### src/rtl/i2c_fnv_host_ctrl.sv
// i2c_fnv_host_ctrl
//   Single-master I2C controller that talks to the FNV-1a hasher target.
//   The user side issues one byte per command and gets one response per
//   command. The bus side is open-drain: *_oe = 1 pulls the line low.
//   The controller honours target clock stretching.
//
// Ports
//   clk, rst_n        system clock, asynchronous active-low reset
//   cmd_valid/ready   command handshake (see below)
//   cmd_start         issue START / repeated START and the address byte first
//   cmd_stop          issue STOP after the data byte
//   cmd_read          1 = read one byte, 0 = write cmd_data
//   cmd_nack          read only: answer the byte with NACK instead of ACK
//   cmd_data          byte to write
//   rsp_valid         one-cycle completion pulse
//   rsp_data          byte read (0 for writes and for address NACK)
//   rsp_nack          target NACKed the address or the written byte
//   busy              bus owned (START issued, STOP not yet issued)
//   scl_in, sda_in    synchronized bus levels
//   scl_oe, sda_oe    1 = pull line low, 0 = release
//
// Handshake: a command transfers on a rising clk edge where
// cmd_valid & cmd_ready are both 1. All cmd_* fields are latched on that
// edge. cmd_ready is 1 only while idle or holding the bus between bytes.
// Exactly one rsp_valid pulse follows each accepted command. cmd_ready
// rises in the same cycle as that pulse.
module i2c_fnv_host_ctrl #(
   parameter int         CLK_DIV     = 30,
   parameter logic [6:0] TARGET_ADDR = 7'h2A
) (
   input  logic       clk,
   input  logic       rst_n,
   input  logic       cmd_valid,
   output logic       cmd_ready,
   input  logic       cmd_start,
   input  logic       cmd_stop,
   input  logic       cmd_read,
   input  logic       cmd_nack,
   input  logic [7:0] cmd_data,
   output logic       rsp_valid,
   output logic [7:0] rsp_data,
   output logic       rsp_nack,
   output logic       busy,
   input  logic       scl_in,
   input  logic       sda_in,
   output logic       scl_oe,
   output logic       sda_oe
);

   typedef enum logic [3:0] {
      S_IDLE, S_START, S_RSTART, S_ADDR, S_ADDR_ACK,
      S_DATA, S_DATA_ACK, S_STOP, S_HOLD, S_DONE
   } state_t;

   localparam int               DIV_W    = (CLK_DIV > 1) ? $clog2(CLK_DIV) : 1;
   localparam logic [DIV_W-1:0] DIV_LAST = DIV_W'(CLK_DIV - 1);

   state_t           state, state_d;
   logic [DIV_W-1:0] div;
   logic [1:0]       qtr;      // quarter of the current bit cell / sequence
   logic [2:0]       bit_cnt;
   logic [7:0]       shreg;
   logic [7:0]       data_q;
   logic             stop_q, read_q, nack_cmd_q;
   logic             nack_q;   // NACK seen on address or write data
   logic             active, stall, tick, q_end, accept;

   assign accept = cmd_valid & cmd_ready;

   always_comb begin
      active = 1'b0;
      stall  = 1'b0;
      case (state)
         S_START:                                active = 1'b1;
         S_ADDR, S_ADDR_ACK, S_DATA, S_DATA_ACK: begin
            active = 1'b1;
            // released SCL may be held low by the target: the quarter
            // does not start counting until the line is really high
            stall  = (qtr == 2'd2) && !scl_in;
         end
         S_RSTART, S_STOP: begin
            active = 1'b1;
            stall  = (qtr == 2'd1) && !scl_in;
         end
         default: ;
      endcase
   end

   assign tick  = active && !stall && (div == DIV_LAST);
   assign q_end = tick && (qtr == 2'd3);

   // state register
   always_ff @(posedge clk or negedge rst_n) begin
      if (!rst_n) state <= S_IDLE;
      else        state <= state_d;
   end

   // next state and bus/handshake outputs
   always_comb begin
      state_d   = state;
      scl_oe    = 1'b0;
      sda_oe    = 1'b0;
      cmd_ready = 1'b0;
      case (state)
         S_IDLE: begin
            cmd_ready = 1'b1;
            if (cmd_valid) state_d = S_START;
         end
         S_HOLD: begin
            cmd_ready = 1'b1;
            scl_oe    = 1'b1;
            if (cmd_valid) state_d = cmd_start ? S_RSTART : S_DATA;
         end
         S_START: begin
            // q0: SDA low with SCL high, q1: SCL low
            sda_oe = 1'b1;
            scl_oe = (qtr == 2'd1);
            if (tick && qtr == 2'd1) state_d = S_ADDR;
         end
         S_RSTART: begin
            // q0: SDA up, q1: SCL up, q2: SDA down, q3: SCL down
            scl_oe = (qtr == 2'd0) || (qtr == 2'd3);
            sda_oe = qtr[1];
            if (q_end) state_d = S_ADDR;
         end
         S_ADDR: begin
            scl_oe = !qtr[1];
            sda_oe = !shreg[7];
            if (q_end && bit_cnt == 3'd7) state_d = S_ADDR_ACK;
         end
         S_ADDR_ACK: begin
            scl_oe = !qtr[1];
            if (q_end) state_d = sda_in ? S_STOP : S_DATA;
         end
         S_DATA: begin
            scl_oe = !qtr[1];
            sda_oe = !read_q && !shreg[7];
            if (q_end && bit_cnt == 3'd7) state_d = S_DATA_ACK;
         end
         S_DATA_ACK: begin
            scl_oe = !qtr[1];
            sda_oe = read_q && !nack_cmd_q;
            if (q_end) state_d = stop_q ? S_STOP : S_DONE;
         end
         S_STOP: begin
            // q0: SDA down, q1: SCL up, q2: SDA up, q3: bus free
            scl_oe = (qtr == 2'd0);
            sda_oe = !qtr[1];
            if (q_end) state_d = S_DONE;
         end
         S_DONE: begin
            // busy is already clear here when a STOP was just issued
            scl_oe  = busy;
            state_d = busy ? S_HOLD : S_IDLE;
         end
         default: state_d = S_IDLE;
      endcase
   end

   // divider, bit timing and datapath
   always_ff @(posedge clk or negedge rst_n) begin
      if (!rst_n) begin
         div        <= '0;
         qtr        <= 2'd0;
         bit_cnt    <= 3'd0;
         shreg      <= 8'h00;
         data_q     <= 8'h00;
         stop_q     <= 1'b0;
         read_q     <= 1'b0;
         nack_cmd_q <= 1'b0;
         nack_q     <= 1'b0;
         busy       <= 1'b0;
         rsp_valid  <= 1'b0;
         rsp_data   <= 8'h00;
         rsp_nack   <= 1'b0;
      end else begin
         rsp_valid <= 1'b0;

         if (!active || stall || tick) div <= '0;
         else                          div <= div + 1'b1;

         if (state_d != state) begin
            qtr     <= 2'd0;
            bit_cnt <= 3'd0;
         end else if (tick) begin
            qtr <= qtr + 2'd1;
            if (qtr == 2'd3) bit_cnt <= bit_cnt + 3'd1;
         end

         if (accept) begin
            data_q     <= cmd_data;
            stop_q     <= cmd_stop;
            read_q     <= cmd_read;
            nack_cmd_q <= cmd_nack;
            nack_q     <= 1'b0;
            // only a HOLD continuation without start skips the address
            shreg      <= (state == S_HOLD && !cmd_start) ? cmd_data
                                                          : {TARGET_ADDR, cmd_read};
         end

         if (state == S_START) busy <= 1'b1;

         if (q_end) begin
            case (state)
               S_ADDR, S_DATA: shreg <= {shreg[6:0], sda_in};
               S_ADDR_ACK: begin
                  nack_q <= sda_in;
                  shreg  <= data_q;
               end
               S_DATA_ACK: if (!read_q) nack_q <= sda_in;
               S_STOP:     busy <= 1'b0;
               default: ;
            endcase
         end

         if (state == S_DONE) begin
            rsp_valid <= 1'b1;
            rsp_nack  <= nack_q;
            rsp_data  <= (read_q && !nack_q) ? shreg : 8'h00;
         end
      end
   end

endmodule

### config.mk
export PLATFORM = sky130hd
export DESIGN_NAME = i2c_fnv_host_ctrl
export DESIGN_NICKNAME = d
export VERILOG_FILES = /design/src/rtl/i2c_fnv_host_ctrl.sv
export SDC_FILE = /design/constraint.sdc
export NUM_CORES = 1
export LEC_CHECK = 0
export ABC_AREA = 1
export CELL_PAD_IN_SITES_DETAIL_PLACEMENT = 1
export CELL_PAD_IN_SITES_GLOBAL_PLACEMENT = 1
export CORE_ASPECT_RATIO = 0.8
export CORE_MARGIN = 3
export CORE_UTILIZATION = 50
export DETAILED_ROUTE_END_ITERATION = 12
export DONT_BUFFER_PORTS = 1
export PLACE_DENSITY_LB_ADDON = 0.1
export SLEW_MARGIN = 30
export SYNTH_ARGS = -nofsm -noshare
export SYNTH_HDL_FRONTEND = slang
export SYNTH_SLANG_ARGS = --single-unit
export TNS_END_PERCENT = 100
### constraint.sdc
create_clock -name clk -period 5 [get_ports clk]
set_input_delay 0 -clock clk [delete_from_list [all_inputs] [get_ports clk]]
set_output_delay 0 -clock clk [all_outputs]
set_load 0.01 [all_outputs]
==> results.py <==
metrics = {
    "setup_path": {
        "path_max_fanout": 21,
        "critical-path-slowest-cell": "nand2_1",
        "crit_path_end_kind": "flop",
        "start_kind": "flop",
        "crit_type": "flop to flop",
        "rr_startpoint": "state[0]",
        "crit_required_ns": 5.22,
        "path_cells": "nor2_2, inv_2, nor2_1, nand2_1, inv_1, nand2_1, inv_1, nor2_1, o22ai_1",
        "startpoint": "state[0]",
        "crit_arrival_ns": 2.98,
        "slowest_delay_ns": 0.52,
    },
    "sta": {
        "fin_ws_ns": 2.244,
        "finalSetupViolCount": 0,
        "hold_violations": 0,
        "slew_headroom": 0.4662,
        "tns_ns": 0,
        "slew_violations": 0,
        "rsz0062_at_grt": "false",
        "fmax_ghz": 0.3629,
        "tightestPinTransition_ns": 0.7978,
        "timing.final.crit_share": 0.5512,
        "period_minus_slack_ns": 2.756,
        "fin_skew_ns": 0.009408,
    },
    "yosys": {
        "syn_nets": 334,
        "synth-main-ff-cell": "dfrtp_1",
        "synth_top_family_by_area": "simple AND/OR/NAND/NOR gates",
        "yosys_warnings": 0,
        "synthAdderAreaFrac": 0.03984,
        "syn_avg_cell_area_um2": 8.131,
        "ys_types": 36,
        "yosysSeqAreaShare": 0.4482,
        "synth-simple-area-share": 0.3222,
        "ys_ff_latch": 45,
        "synth-xor-area-share": 0.01743,
        "syn-cell-area_um2": 2512,
        "syn-instance-count": 309,
        "synth_compound_area_frac": 0.1016,
        "synthMuxAreaShare": 0.007968,
        "synth_edf_count": 0,
        "ys_async_sr_fraction": 1.000,
    },
    "grt": {
        "antenna_found_initial": 0,
        "grt_usage": 0.2544,
        "grt-ovfl-total": 0,
        "grt_max_degree": 46,
        "grt_pass1_vias": 2319,
        "grt_pass1_wl_um": 11660,
    },
    "die": {
        "core_um2": 4707,
        "dieArea_um2": 5916,
        "fp-row-count": 22,
        "die_w_um": 85.25,
        "die_h_um": 69.40,
        "pin_count": 31,
        "start_util": 0.5338,
    },
    "cts": {
        "htreeDepth": 2,
        "numCtsBuffers": 5,
        "path_clk_slew_ns": 0.09,
        "cts_setup_buffers": 0,
        "cts_buffer_depth": 2,
        "root_buffer": "clkbuf_8",
        "cts_resized": 0,
        "clk-insertion-delay-late_ns": 0.31,
        "cts_tree": "done",
        "hold_buffers": 14,
        "cts_sinks": 45,
    },
    "power_and_ir_drop": {
        "p_leak_nw": 1.444,
        "p_per_area_nw_per_um2": 421.2,
        "ir_drop_mv": 0.2470,
    },
    "placed_design": {
        "place_area_um2": 2550,
        "dpl.hpwl_um": 5148,
        "post-place-ws_ns": 2.273,
        "placement.io_buffers": 0,
        "place.gp.congestion": 0.8937,
    },
    "detailed_routing": {
        "wirelength_um": 7145,
        "dr.pass1.iters": 4,
        "via_per_inst": 5.594,
        "wl_per_cell_um": 18.61,
        "ant_nets": 0,
        "vias": 2148,
        "drcViolationCount": 0,
        "first_iter_violations": 96,
    },
    "finish": {
        "final_common_cell": "nand2_1",
        "nNetsFinal": 348,
        "area_growth_pct": 11.50,
        "drive_gt1_frac": 0.1327,
        "layout_common_cells": "94 x nand2_1, 45 x dfrtp_1, 28 x nor2_1",
        "post-route-cell-area_um2": 2801,
        "antennaDiodeCount": 0,
    },
    "status": {
        "status": "finished, final reports clean",
    },
    "run": {
        "max_cap_violations": 0,
    },
    "min_path": {
        "hp-class": "primary input to flop",
        "worstHoldStart": "cmd_valid",
    },
}
kinds of logic (layout without fill, tap and decap cells):
family,count (synthesis),after routing
xor gates and xnor gates,5,5
buffers and inverters,38,53
DFF,45,45
adders and majority gates,8,8
and+or+nand+nor,173,173
AOI/OAI and AO/OA,38,38
muxes,2,2
path summary, 6_finish.rpt:
check / end / slack [ns] / depth (start not counted)
hold reg to reg: data_q[3] / 0.50 / 2
setup / recovery: shreg[2] / 2.24 / 9
min in group asynchronous: div[2] / 0.20 / 2
setup reg to reg: shreg[2] / 2.24 / 9
max in group asynchronous: nack_cmd_q / 4.59 / 2
hold / removal: state[3] / 0.04 / 3
registers in the layout, indices dropped and copies added, names as in the netlist:
signal and cells:
data_q 8, rsp_data 8, shreg 8, div 5
state 4, bit_cnt 3, qtr 2, busy 1
nack_cmd_q 1, nack_q 1, read_q 1, rsp_nack 1
rsp_valid 1, stop_q 1
final cells by class:
class,count,area (um^2)
Clock inverter,3,25.02
Sequential cell,45,1126
Multi-Input combinational cell,226,1229
Timing Repair Buffer,15,165.2
Clock buffer,5,68.82
Fill cell,572,1906
Tap cell,60,75.07
Inverter,30,112.6
through the flow:
step / hold WS, ns / utilization / instances / total power [mW]
after floorplan: -0.2956 / - / 309 / 0.8117
after global placement: -0.2945 / 0.5417 / 362 / 0.8873
after detailed placement: -0.2945 / 0.5417 / 362 / 0.9134
after CTS: 0.03204 / 0.5952 / 384 / 1.174
after global routing: 0.08629 / 0.5952 / 384 / 1.261
final: 0.04170 / 0.5952 / 384 / 1.180
synthesized netlist by cell type, types with 2 or more instances:
cell type	instances	area share
a21oi_1	4	0.0080
nand3_1	18	0.036
ha_1	8	0.040
dfrtp_1	45	0.45
inv_2	3	0.0045
nor2_2	13	0.032
xor2_1	4	0.014
nor3_1	2	0.0040
nor2_1	28	0.042
nand4_1	3	0.0075
nand3_2	3	0.012
mux2i_1	2	0.0080
nor2_4	3	0.013
nand2_1	94	0.14
nand2_2	6	0.015
inv_1	26	0.039
buf_6	2	0.0090
clkbuf_1	5	0.0075
o21ai_0	8	0.016
a22oi_1	9	0.027
o22ai_1	8	0.020
report_power, final:
group	switching, mW	internal [mW]
logic	0.242	0.137
registers	0.100	0.464
clock network	0.136	0.101
total	0.478	0.702
routing by layer:
| metal | global-route usage | part of all wire |
|---|---|---|
| met5 | 0 | 0 |
| met4 | 0.07206 | 0.016 |
| met3 | 0.06651 | 0.056 |
| met2 | 0.3922 | 0.45 |
| met1 | 0.3533 | 0.48 |
critical path, delay by kind of cell, from the launching register on:
family | cells | cell delay [ns]
buffers and inverters | 3 | 0.71
DFF | 1 | 0.50
and+or+nand+nor | 5 | 1.32
AOI/OAI and AO/OA | 1 | 0.14
Power figures use the tool's default switching activity.
